[src/rtl/fifo_rd_stream.sv]
// -----------------------------------------------------------------------------
// fifo_rd_stream
//   Drain side of a show-ahead synchronous FIFO. Words are popped through the
//   FIFO read port into a two-entry buffer (head + skid) and presented to the
//   downstream as a valid/ready stream. o_last frames every BURST_LEN beats.
//
//   The skid entry lets the pop decision depend only on the registered
//   occupancy. There is no combinational path from i_ready to o_fifo_rden.
//   A pop can therefore be in flight while the downstream stalls, and the
//   stream still sustains one word per clock when i_ready stays high.
//
// Parameters
//   DATA_W     width of FIFO read data and stream data
//   BURST_LEN  beats per burst (>= 2); o_last marks beat BURST_LEN-1
//
// Ports
//   clk            in   clock, all logic on posedge
//   rstn           in   asynchronous active-low reset
//   i_fifo_empty   in   FIFO empty flag
//   i_fifo_rddata  in   FIFO show-ahead read data (valid while !empty)
//   o_fifo_rden    out  FIFO pop strobe
//   o_valid        out  stream data valid
//   o_data         out  stream data (head entry)
//   o_last         out  last beat of the current burst
//   i_ready        in   downstream accept
//   i_flush        in   synchronous flush of buffer and burst counter
//   o_beat_cnt     out  index of the head beat within the burst
//   o_busy         out  buffer holds at least one word
// -----------------------------------------------------------------------------
module fifo_rd_stream #(
  parameter int DATA_W    = 128,
  parameter int BURST_LEN = 16,
  localparam int CNT_W    = (BURST_LEN > 1) ? $clog2(BURST_LEN) : 1
) (
  input  logic              clk,
  input  logic              rstn,
  input  logic              i_fifo_empty,
  input  logic [DATA_W-1:0] i_fifo_rddata,
  output logic              o_fifo_rden,
  output logic              o_valid,
  output logic [DATA_W-1:0] o_data,
  output logic              o_last,
  input  logic              i_ready,
  input  logic              i_flush,
  output logic [CNT_W-1:0]  o_beat_cnt,
  output logic              o_busy
);

  localparam logic [CNT_W-1:0] LAST_BEAT = CNT_W'(BURST_LEN - 1);

  localparam logic [1:0] OCC_EMPTY = 2'd0;
  localparam logic [1:0] OCC_ONE   = 2'd1;
  localparam logic [1:0] OCC_FULL  = 2'd2;

  // Burst beat index advance with wrap at the last beat of the burst.
  function automatic logic [CNT_W-1:0] beat_next(input logic [CNT_W-1:0] beat);
    if (beat == LAST_BEAT) begin
      beat_next = '0;
    end else begin
      beat_next = beat + CNT_W'(1);
    end
  endfunction

  logic [1:0]        occ_q,  occ_d;
  logic [DATA_W-1:0] head_q, head_d;
  logic [DATA_W-1:0] skid_q, skid_d;
  logic [CNT_W-1:0]  beat_q, beat_d;

  logic pop_s;
  logic valid_s;
  logic fire_s;

  // The pop depends only on registered occupancy, FIFO status and flush.
  // rstn gates it so that no pop strobe is seen while reset is asserted.
  assign pop_s   = rstn & ~i_fifo_empty & ~i_flush & (occ_q < OCC_FULL);
  assign valid_s = (occ_q != OCC_EMPTY) & ~i_flush;
  assign fire_s  = valid_s & i_ready;

  assign o_fifo_rden = pop_s;
  assign o_valid     = valid_s;
  assign o_data      = head_q;
  assign o_last      = valid_s & (beat_q == LAST_BEAT);
  assign o_beat_cnt  = beat_q;
  assign o_busy      = (occ_q != OCC_EMPTY);

  // Next-state for occupancy, head/skid entries and burst beat counter.
  always_comb begin
    occ_d  = occ_q;
    head_d = head_q;
    skid_d = skid_q;
    beat_d = beat_q;

    if (i_flush) begin
      // Flush wins over pop and fire. Buffered words are dropped; the FIFO is untouched.
      occ_d  = OCC_EMPTY;
      beat_d = '0;
    end else begin
      if (fire_s) begin
        beat_d = beat_next(beat_q);
      end else begin
        beat_d = beat_q;
      end

      case (occ_q)
        OCC_EMPTY: begin
          if (pop_s) begin
            head_d = i_fifo_rddata;
            occ_d  = OCC_ONE;
          end else begin
            occ_d  = OCC_EMPTY;
          end
        end
        OCC_ONE: begin
          if (pop_s && fire_s) begin
            // The head leaves and the popped word replaces it in the same cycle.
            head_d = i_fifo_rddata;
            occ_d  = OCC_ONE;
          end else if (pop_s) begin
            skid_d = i_fifo_rddata;
            occ_d  = OCC_FULL;
          end else if (fire_s) begin
            // head keeps stale data; it is not observable while o_valid=0.
            occ_d  = OCC_EMPTY;
          end else begin
            occ_d  = OCC_ONE;
          end
        end
        OCC_FULL: begin
          // No pop is possible here; a fire promotes skid to head.
          if (fire_s) begin
            head_d = skid_q;
            occ_d  = OCC_ONE;
          end else begin
            occ_d  = OCC_FULL;
          end
        end
        default: begin
          occ_d = OCC_EMPTY;
        end
      endcase
    end
  end

  // State registers with asynchronous active-low reset.
  always_ff @(posedge clk or negedge rstn) begin
    if (!rstn) begin
      occ_q  <= OCC_EMPTY;
      head_q <= '0;
      skid_q <= '0;
      beat_q <= '0;
    end else begin
      occ_q  <= occ_d;
      head_q <= head_d;
      skid_q <= skid_d;
      beat_q <= beat_d;
    end
  end

endmodule

[config.mk]
export PLATFORM = sky130hd
export DESIGN_NAME = fifo_rd_stream
export DESIGN_NICKNAME = d
export VERILOG_FILES = /design/src/rtl/fifo_rd_stream.sv
export SDC_FILE = /design/constraint.sdc
export NUM_CORES = 1
export LEC_CHECK = 0
export ABC_AREA = 1
export BUFFER_PORTS_ARGS = -buffer_cell sky130_fd_sc_hd__buf_2
export CORE_MARGIN = 2
export CORE_UTILIZATION = 37
export DETAILED_ROUTE_END_ITERATION = 8
export SYNTH_ARGS = -nofsm -noshare
export SYNTH_HDL_FRONTEND = slang
export SYNTH_SLANG_ARGS = --single-unit
[constraint.sdc]
create_clock -name clk -period 5.3 [get_ports clk]
set_input_delay 0.265 -clock clk [delete_from_list [all_inputs] [get_ports clk]]
set_output_delay 0.265 -clock clk [all_outputs]
set_load 0.01 [all_outputs]
==> impl_results.md, run 1 <==
* Hold Violations, Final at 0
* Largest net degree at the start of global routing at 132
* CTS tree: built
* Crit-path max FO at 69
* IO Count at 269
* Pre-CTS setup slack at 1.36 ns
* Num rows at 67
* Sequential share of the synthesized area at 0.524
* Setup bufs post-CTS at 0
* Post-Synthesis Net Count at 1729
* Synth Warn # at 0
* First-pass GRT wire length at 60.1 mm
* Status: complete, no violations
* Fin Hold WS at 0.0124 ns
* Share of cells above drive strength 1 at 0.179
* Clk slew on worst S/H paths at 0.06 ns
* Min cycle time layout at 3.84 ns
* TritonCTS Buffers at 29
* Slowest stage delay, CP at 0.72 ns
* # DRC at 0
* Layout Skew at 0.0150 ns
* DP Wirelength at 21.3 mm
* Final Max Slew Viols at 0
* Power Dens Cells at 354 mW/mm2
* Reg2reg path depth at 8
* Max cap viols at 0
* Setup slack after layout at 1.46 ns
* Grt total ovfl at 0
* Initial DRC count at 827
* Worst-path cell chain: inv_4 -> nand2_4 -> inv_2 -> nand2_4 -> nand3_4 -> buf_4 -> nand2_1 -> nand2_1
* Starting Density at 0.375
* Critical Path RT at 5.79 ns
* R2R Path End: o_data[94]
* ANT nets after route at 0
* Vias in the first global route at 11.3k
* Area after DPL at 0.0139 mm2
* Setup TNS at 0 ns
* Die area at 0.0353 mm2
* Max clock buf depth at 3
* Post-synth cell types at 24
* Crit end category: flip-flop
* Flop and latch count out of synthesis at 262
* Clk_lat worst skew at 0.56 ns
* CP arrival at 4.33 ns
* Min-Delay Endpoint: skid_q[121]
* WHS Path Cells at 3
* F_max at 0.260 GHz
* CP Class: flip-flop to flip-flop
* Reg2reg start: occ_q[0]
* Pwr Total at 5.70 mW
* Slowest-stage cell, CP: nand3_4
* CTS Sinks at 262
* Non-filler cells, final at 2378
* Via count at 11.6k
* Total GRT Usage at 0.205
* Area delta synth->final at 28.7%
* Delay-heaviest family, CP: simple AND/OR/NAND/NOR gates
* Root Driver: clkbuf_16
* GPL Wtd Cong at 0.764
* DR vias/cell at 4.90
* Core area at 0.0334 mm2
* Syn Area/Cell at 7.85 um2
* H-tree levels at 1
* # port buffers at 268
* R2R setup slack at 1.46 ns
* Peak supply drop at 255 uV
* RSZ-0062 raised after global routing: false
* Post-Syn Instances at 1593
* Worst setup SP type: flip-flop
* Slew @ Worst Pin at 1.20 ns
* Detailed-route wire length at 36.4 mm
* Mapped Area at 0.0125 mm2
* Initial antenna violation count at 2
* Die H at 188 um
* Die extent in x at 188 um
* Final Instance Area at 0.0161 mm2
* Worst rel slew slack at 0.198
* Layout Utilization at 0.482
* Critical path buffers and inverters at 3
* Router iterations before antenna repair at 5
* Pleak at 8.97 nW
* WL per Instance at 15.3 um
* Worst Hold Launch: i_fifo_rddata[121]
* Dpl cells at 2196
* Worst min path class: primary input to flip-flop
* Endpoints failing setup at 0
* Final Cycle Share at 0.725
* Net count, final at 2043
-- worst max path at each step --
stage               startpoint           to  slack (ns)  cells after the start
global route          occ_q[0]    o_data[0]        1.06                      8
finish                occ_q[0]   o_data[94]        1.46                      8
CTS                   occ_q[0]   o_data[94]        1.33                      8
detailed placement    occ_q[0]   o_data[37]        1.36                      8
floorplan             occ_q[1]   o_data[49]        3.61                     12
global placement      occ_q[0]  o_data[106]        1.43                      8
-- power breakdown --
| group | switching, mW | internal (mW) | total, mW |
|---|---|---|---|
| Combinational | 0.656 | 0.462 | 1.12 |
| Clock | 0.831 | 1.15 | 1.98 |
| Sequential | 0.221 | 2.38 | 2.60 |
-- worst register-to-register path, delay by kind of cell, from the launching register on --
kind	cells	cell delay [ns]
flip-flops	1	0.44
AND/OR/NAND/NOR	5	2.00
buffers and inverters	3	1.34
-- synthesized netlist by cell type --
cell,n,area share
ha_1,3,0.0030
o21ai_1,32,0.013
nand2_1,655,0.20
nand4_1,128,0.064
o21ai_0,99,0.040
inv_1,132,0.040
xor2_1,2,0.0014
nand3_4,1,0.0014
buf_4,22,0.013
buf_2,79,0.032
nor2_1,5,0.0015
nor2_4,1,0.00090
dfrtp_1,262,0.52
nand2_2,3,0.0015
clkbuf_1,20,0.0060
nand3_1,133,0.053
nor2_2,1,0.00050
nor3_1,1,0.00040
nand2_4,1,0.00090
buf_6,3,0.0027
nand3_2,2,0.0016
clkbuf_2,3,0.0012
inv_2,4,0.0012
inv_4,1,0.00050
-- cell usage in the layout, fill, tap and decap left out --
| cell type | Yosys | routed |
|---|---|---|
| nand2_1 | 655 | 654 |
| nand2_2 | 3 | 1 |
| inv_4 | 1 | 2 |
| nand3_4 | 1 | 3 |
| nor2_1 | 5 | 5 |
| inv_1 | 132 | 132 |
| inv_6 | 0 | 1 |
| nand2_4 | 1 | 4 |
| clkinv_2 | 0 | 9 |
| ha_1 | 3 | 3 |
| clkbuf_1 | 20 | 5 |
| nand4_1 | 128 | 128 |
| buf_8 | 0 | 1 |
| dlygate4sd3_1 | 0 | 128 |
| nor2_2 | 1 | 1 |
| nand3_1 | 133 | 133 |
| buf_2 | 79 | 267 |
| nor3_1 | 1 | 1 |
| diode_2 | 0 | 2 |
| o21ai_0 | 99 | 99 |
| inv_2 | 4 | 3 |
| dfrtp_4 | 0 | 1 |
| clkbuf_16 | 0 | 29 |
| nor2_4 | 1 | 1 |
| buf_4 | 22 | 14 |
| bufinv_16 | 0 | 1 |
| o21ai_1 | 32 | 32 |
| dfrtp_1 | 262 | 261 |
| xor2_1 | 2 | 2 |
| clkbuf_8 | 0 | 7 |
-- what timing repair did --
| action | 4_1_cts | 5_1_grt |
|---|---|---|
| hold buffers | 128 | 0 |
| resized for setup | 0 | 0 |
| endpoints found under the hold margin | 190 | 0 |
-- layer usage --
metal,GRT usage,part of all wire,wire length [um],up-vias
li1,-,-,-,5748
met1,0.281,0.46,16600,5474
met3,0.0354,0.061,2200,57
met4,0.0603,0.025,894,0
met5,0,0,0,-
met2,0.335,0.46,16700,362
-- flip-flops by register name (all words and copies together) (netlist names) --
signal      cells
occ_q           2
o_data        128
skid_q        128
o_beat_cnt      4
-- cells by family (layout without fill, tap and decap cells) --
family,after synthesis,in the layout,share of synthesized area
AND/OR/NAND/NOR,931,931,0.323
buffers and inverters,264,599,0.0961
flip-flops,262,262,0.524
AO/OA/AOI/OAI,131,131,0.0524
adder cells (fa/ha/maj),3,3,0.00300
XOR/XNOR,2,2,0.00140
other,0,2,0
-- cell type report --
class | instances | area (um2)
flip-flops and latches | 262 | 6560
multi-input cells | 1067 | 4780
clock buffers | 41 | 841
repair buffers | 410 | 2740
diodes | 2 | 5.00
well taps | 448 | 561
fillers | 3328 | 17300
inverters | 137 | 519
clock inverters | 11 | 83.8
No activity file was read; power rests on OpenSTA's default activity.
==> run 2: changes to the inputs <==
==> constraint.sdc (replaced) <==
create_clock -name clk -period 3.1 [get_ports clk]
set_input_delay 0.155 -clock clk [delete_from_list [all_inputs] [get_ports clk]]
set_output_delay 0.155 -clock clk [all_outputs]
set_load 0.01 [all_outputs]
==> impl_results.md, run 2 (same netlist as run 1, synthesis figures left out) <==
* # port buffers at 268
* Total GRT Usage at 0.209
* Cts repair resizes at 0
* Most frequent cells in the layout: nand2_1, buf_2, dfrtp_1, nand3_1, inv_1
* Multi-input gate area at 0.00478 mm2
* Dpl cells at 2201
* Hold Buf Count CTS at 131
* Layout Skew at 0.0134 ns
* Status: complete, no violations
* CTS Sinks at 262
* CP arrival at 2.95 ns
* Pleak at 9.08 nW
* Share of cells above drive strength 1 at 0.182
* Max cap viols at 0
* Critical Path RT at 3.59 ns
* Sequential cell area at 0.00656 mm2
* ANT nets after route at 0
* CTS tree: built
* Min cycle time layout at 2.46 ns
* Crit end category: flip-flop
* Critical path buffers and inverters at 2
* TritonCTS Buffers at 31
* Starting Density at 0.375
* Power Dens Cells at 616 mW/mm2
* Slew @ Worst Pin at 0.993 ns
* Clk slew on worst S/H paths at 0.06 ns
* Worst setup SP type: flip-flop
* WL per Instance at 15.5 um
* Core area at 0.0334 mm2
* Root Driver: clkbuf_16
* Setup bufs post-CTS at 0
* Non-filler cells, final at 2387
* Peak supply drop at 426 uV
* Initial antenna violation count at 1
* GPL Wtd Cong at 0.751
* Slowest-stage cell, CP: buf_4
* Clk_lat worst skew at 0.56 ns
* RSZ-0062 raised after global routing: false
* Most common cell after layout, fill and taps aside: nand2_1
* Worst min path class: primary input to flip-flop
* Final Cycle Share at 0.794
* Die area at 0.0353 mm2
* Detailed-route wire length at 37.0 mm
* Vias in the first global route at 11.7k
* Delay-heaviest family, CP: buffers and inverters
* Net count, final at 2053
* Setup TNS at 0 ns
* Layout filler cell count at 3326
* Endpoints failing setup at 0
* First-pass GRT wire length at 61.1 mm
* Die H at 188 um
* Final Max Slew Viols at 0
* Router iterations before antenna repair at 5
* Hold Violations, Final at 0
* H-tree levels at 1
* DR vias/cell at 4.89
* Max clock buf depth at 3
* Initial DRC count at 925
* Die extent in x at 188 um
* Grt total ovfl at 0
* IO Count at 269
* Crit-path max FO at 80
* Slowest stage delay, CP at 0.88 ns
* Largest net degree at the start of global routing at 130
* CP Class: flip-flop to flip-flop
* # DRC at 0
* F_max at 0.406 GHz
* Worst rel slew slack at 0.338
* Via count at 11.7k
* Area delta synth->final at 30.7%
* DP Wirelength at 20.6 mm
* Worst-path cell chain: buf_4 -> buf_4 -> nand3_1 -> nand2_1 -> nand4_1 -> nand2_1
* Num rows at 67
## run 2: cell types whose count changed in the layout (fill, tap and decap cells not counted), moves of 2 or more
cell	before	now
buf_12	0	6
bufinv_16	1	3
clkbuf_16	29	31
clkinv_2	9	4
clkinvlp_4	0	2
dlygate4sd3_1	128	131
## run 2: area by class of cell
cell class,count,area share
clock buffers,43,0.0551
well taps,448,0.0343
repair buffers,418,0.176
multi-input cells,1067,0.292
clock inverters,10,0.00819
inverters,137,0.0318
diodes,2,0.000306
flip-flops and latches,262,0.402
## run 2: where the power goes
| group | total, mW | switching, mW | internal (mW) |
|---|---|---|---|
| clock | 3.69 | 1.44 | 2.25 |
| sequential | 4.44 | 0.370 | 4.07 |
| combinational | 1.94 | 1.14 | 0.802 |
| total | 10.1 | 2.94 | 7.12 |
## run 2: metal layers
layer  up-vias  track usage  wire length, um
met4         0       0.0554              921
met2       332        0.360            17400
met5         -            0                0
li1       5750            -                -
met1      5537        0.274            16700
met3        63       0.0346             1970
## run 2: through the flow
stage / cell area [um2] / hold WS (ns) / setup slack (ns) / total power, mW / utilization
after floorplan: 12500 / -0.141 / 1.41 / 5.40 / -
after global placement: 14000 / 0.364 / 0.646 / 6.27 / 0.419
after detailed placement: 14000 / 0.368 / 0.638 / 6.32 / 0.419
after CTS: 16300 / 0.187 / 0.627 / 10.2 / 0.490
after global routing: 16300 / 0.247 / 0.420 / 10.6 / 0.490
final: 16300 / 0.202 / 0.640 / 10.1 / 0.490
## run 2: tightest hold or removal path, cell delays in order
cell     delay (ns)
buf_2          0.08
nor2_1         0.04
nand2_1        0.11
inv_1          0.10
nand2_1        0.07
nand3_1        0.06
nand2_1        0.05
inv_1          0.03
## run 2: final timing paths
| path | startpoint | to | slack [ns] | cells after the start |
|---|---|---|---|---|
| worst max-delay path | occ_q[1] | o_data[30] | 0.64 | 6 |
| worst min-delay path | i_fifo_empty | occ_q[0] | 0.20 | 8 |
| worst max register to register | occ_q[1] | o_data[30] | 0.64 | 6 |
| worst min register to register | o_data[4] | o_data[4] | 0.46 | 2 |
| max in group asynchronous | rstn | occ_q[1] | 1.18 | 4 |
| min in group asynchronous | rstn | o_data[83] | 0.37 | 3 |
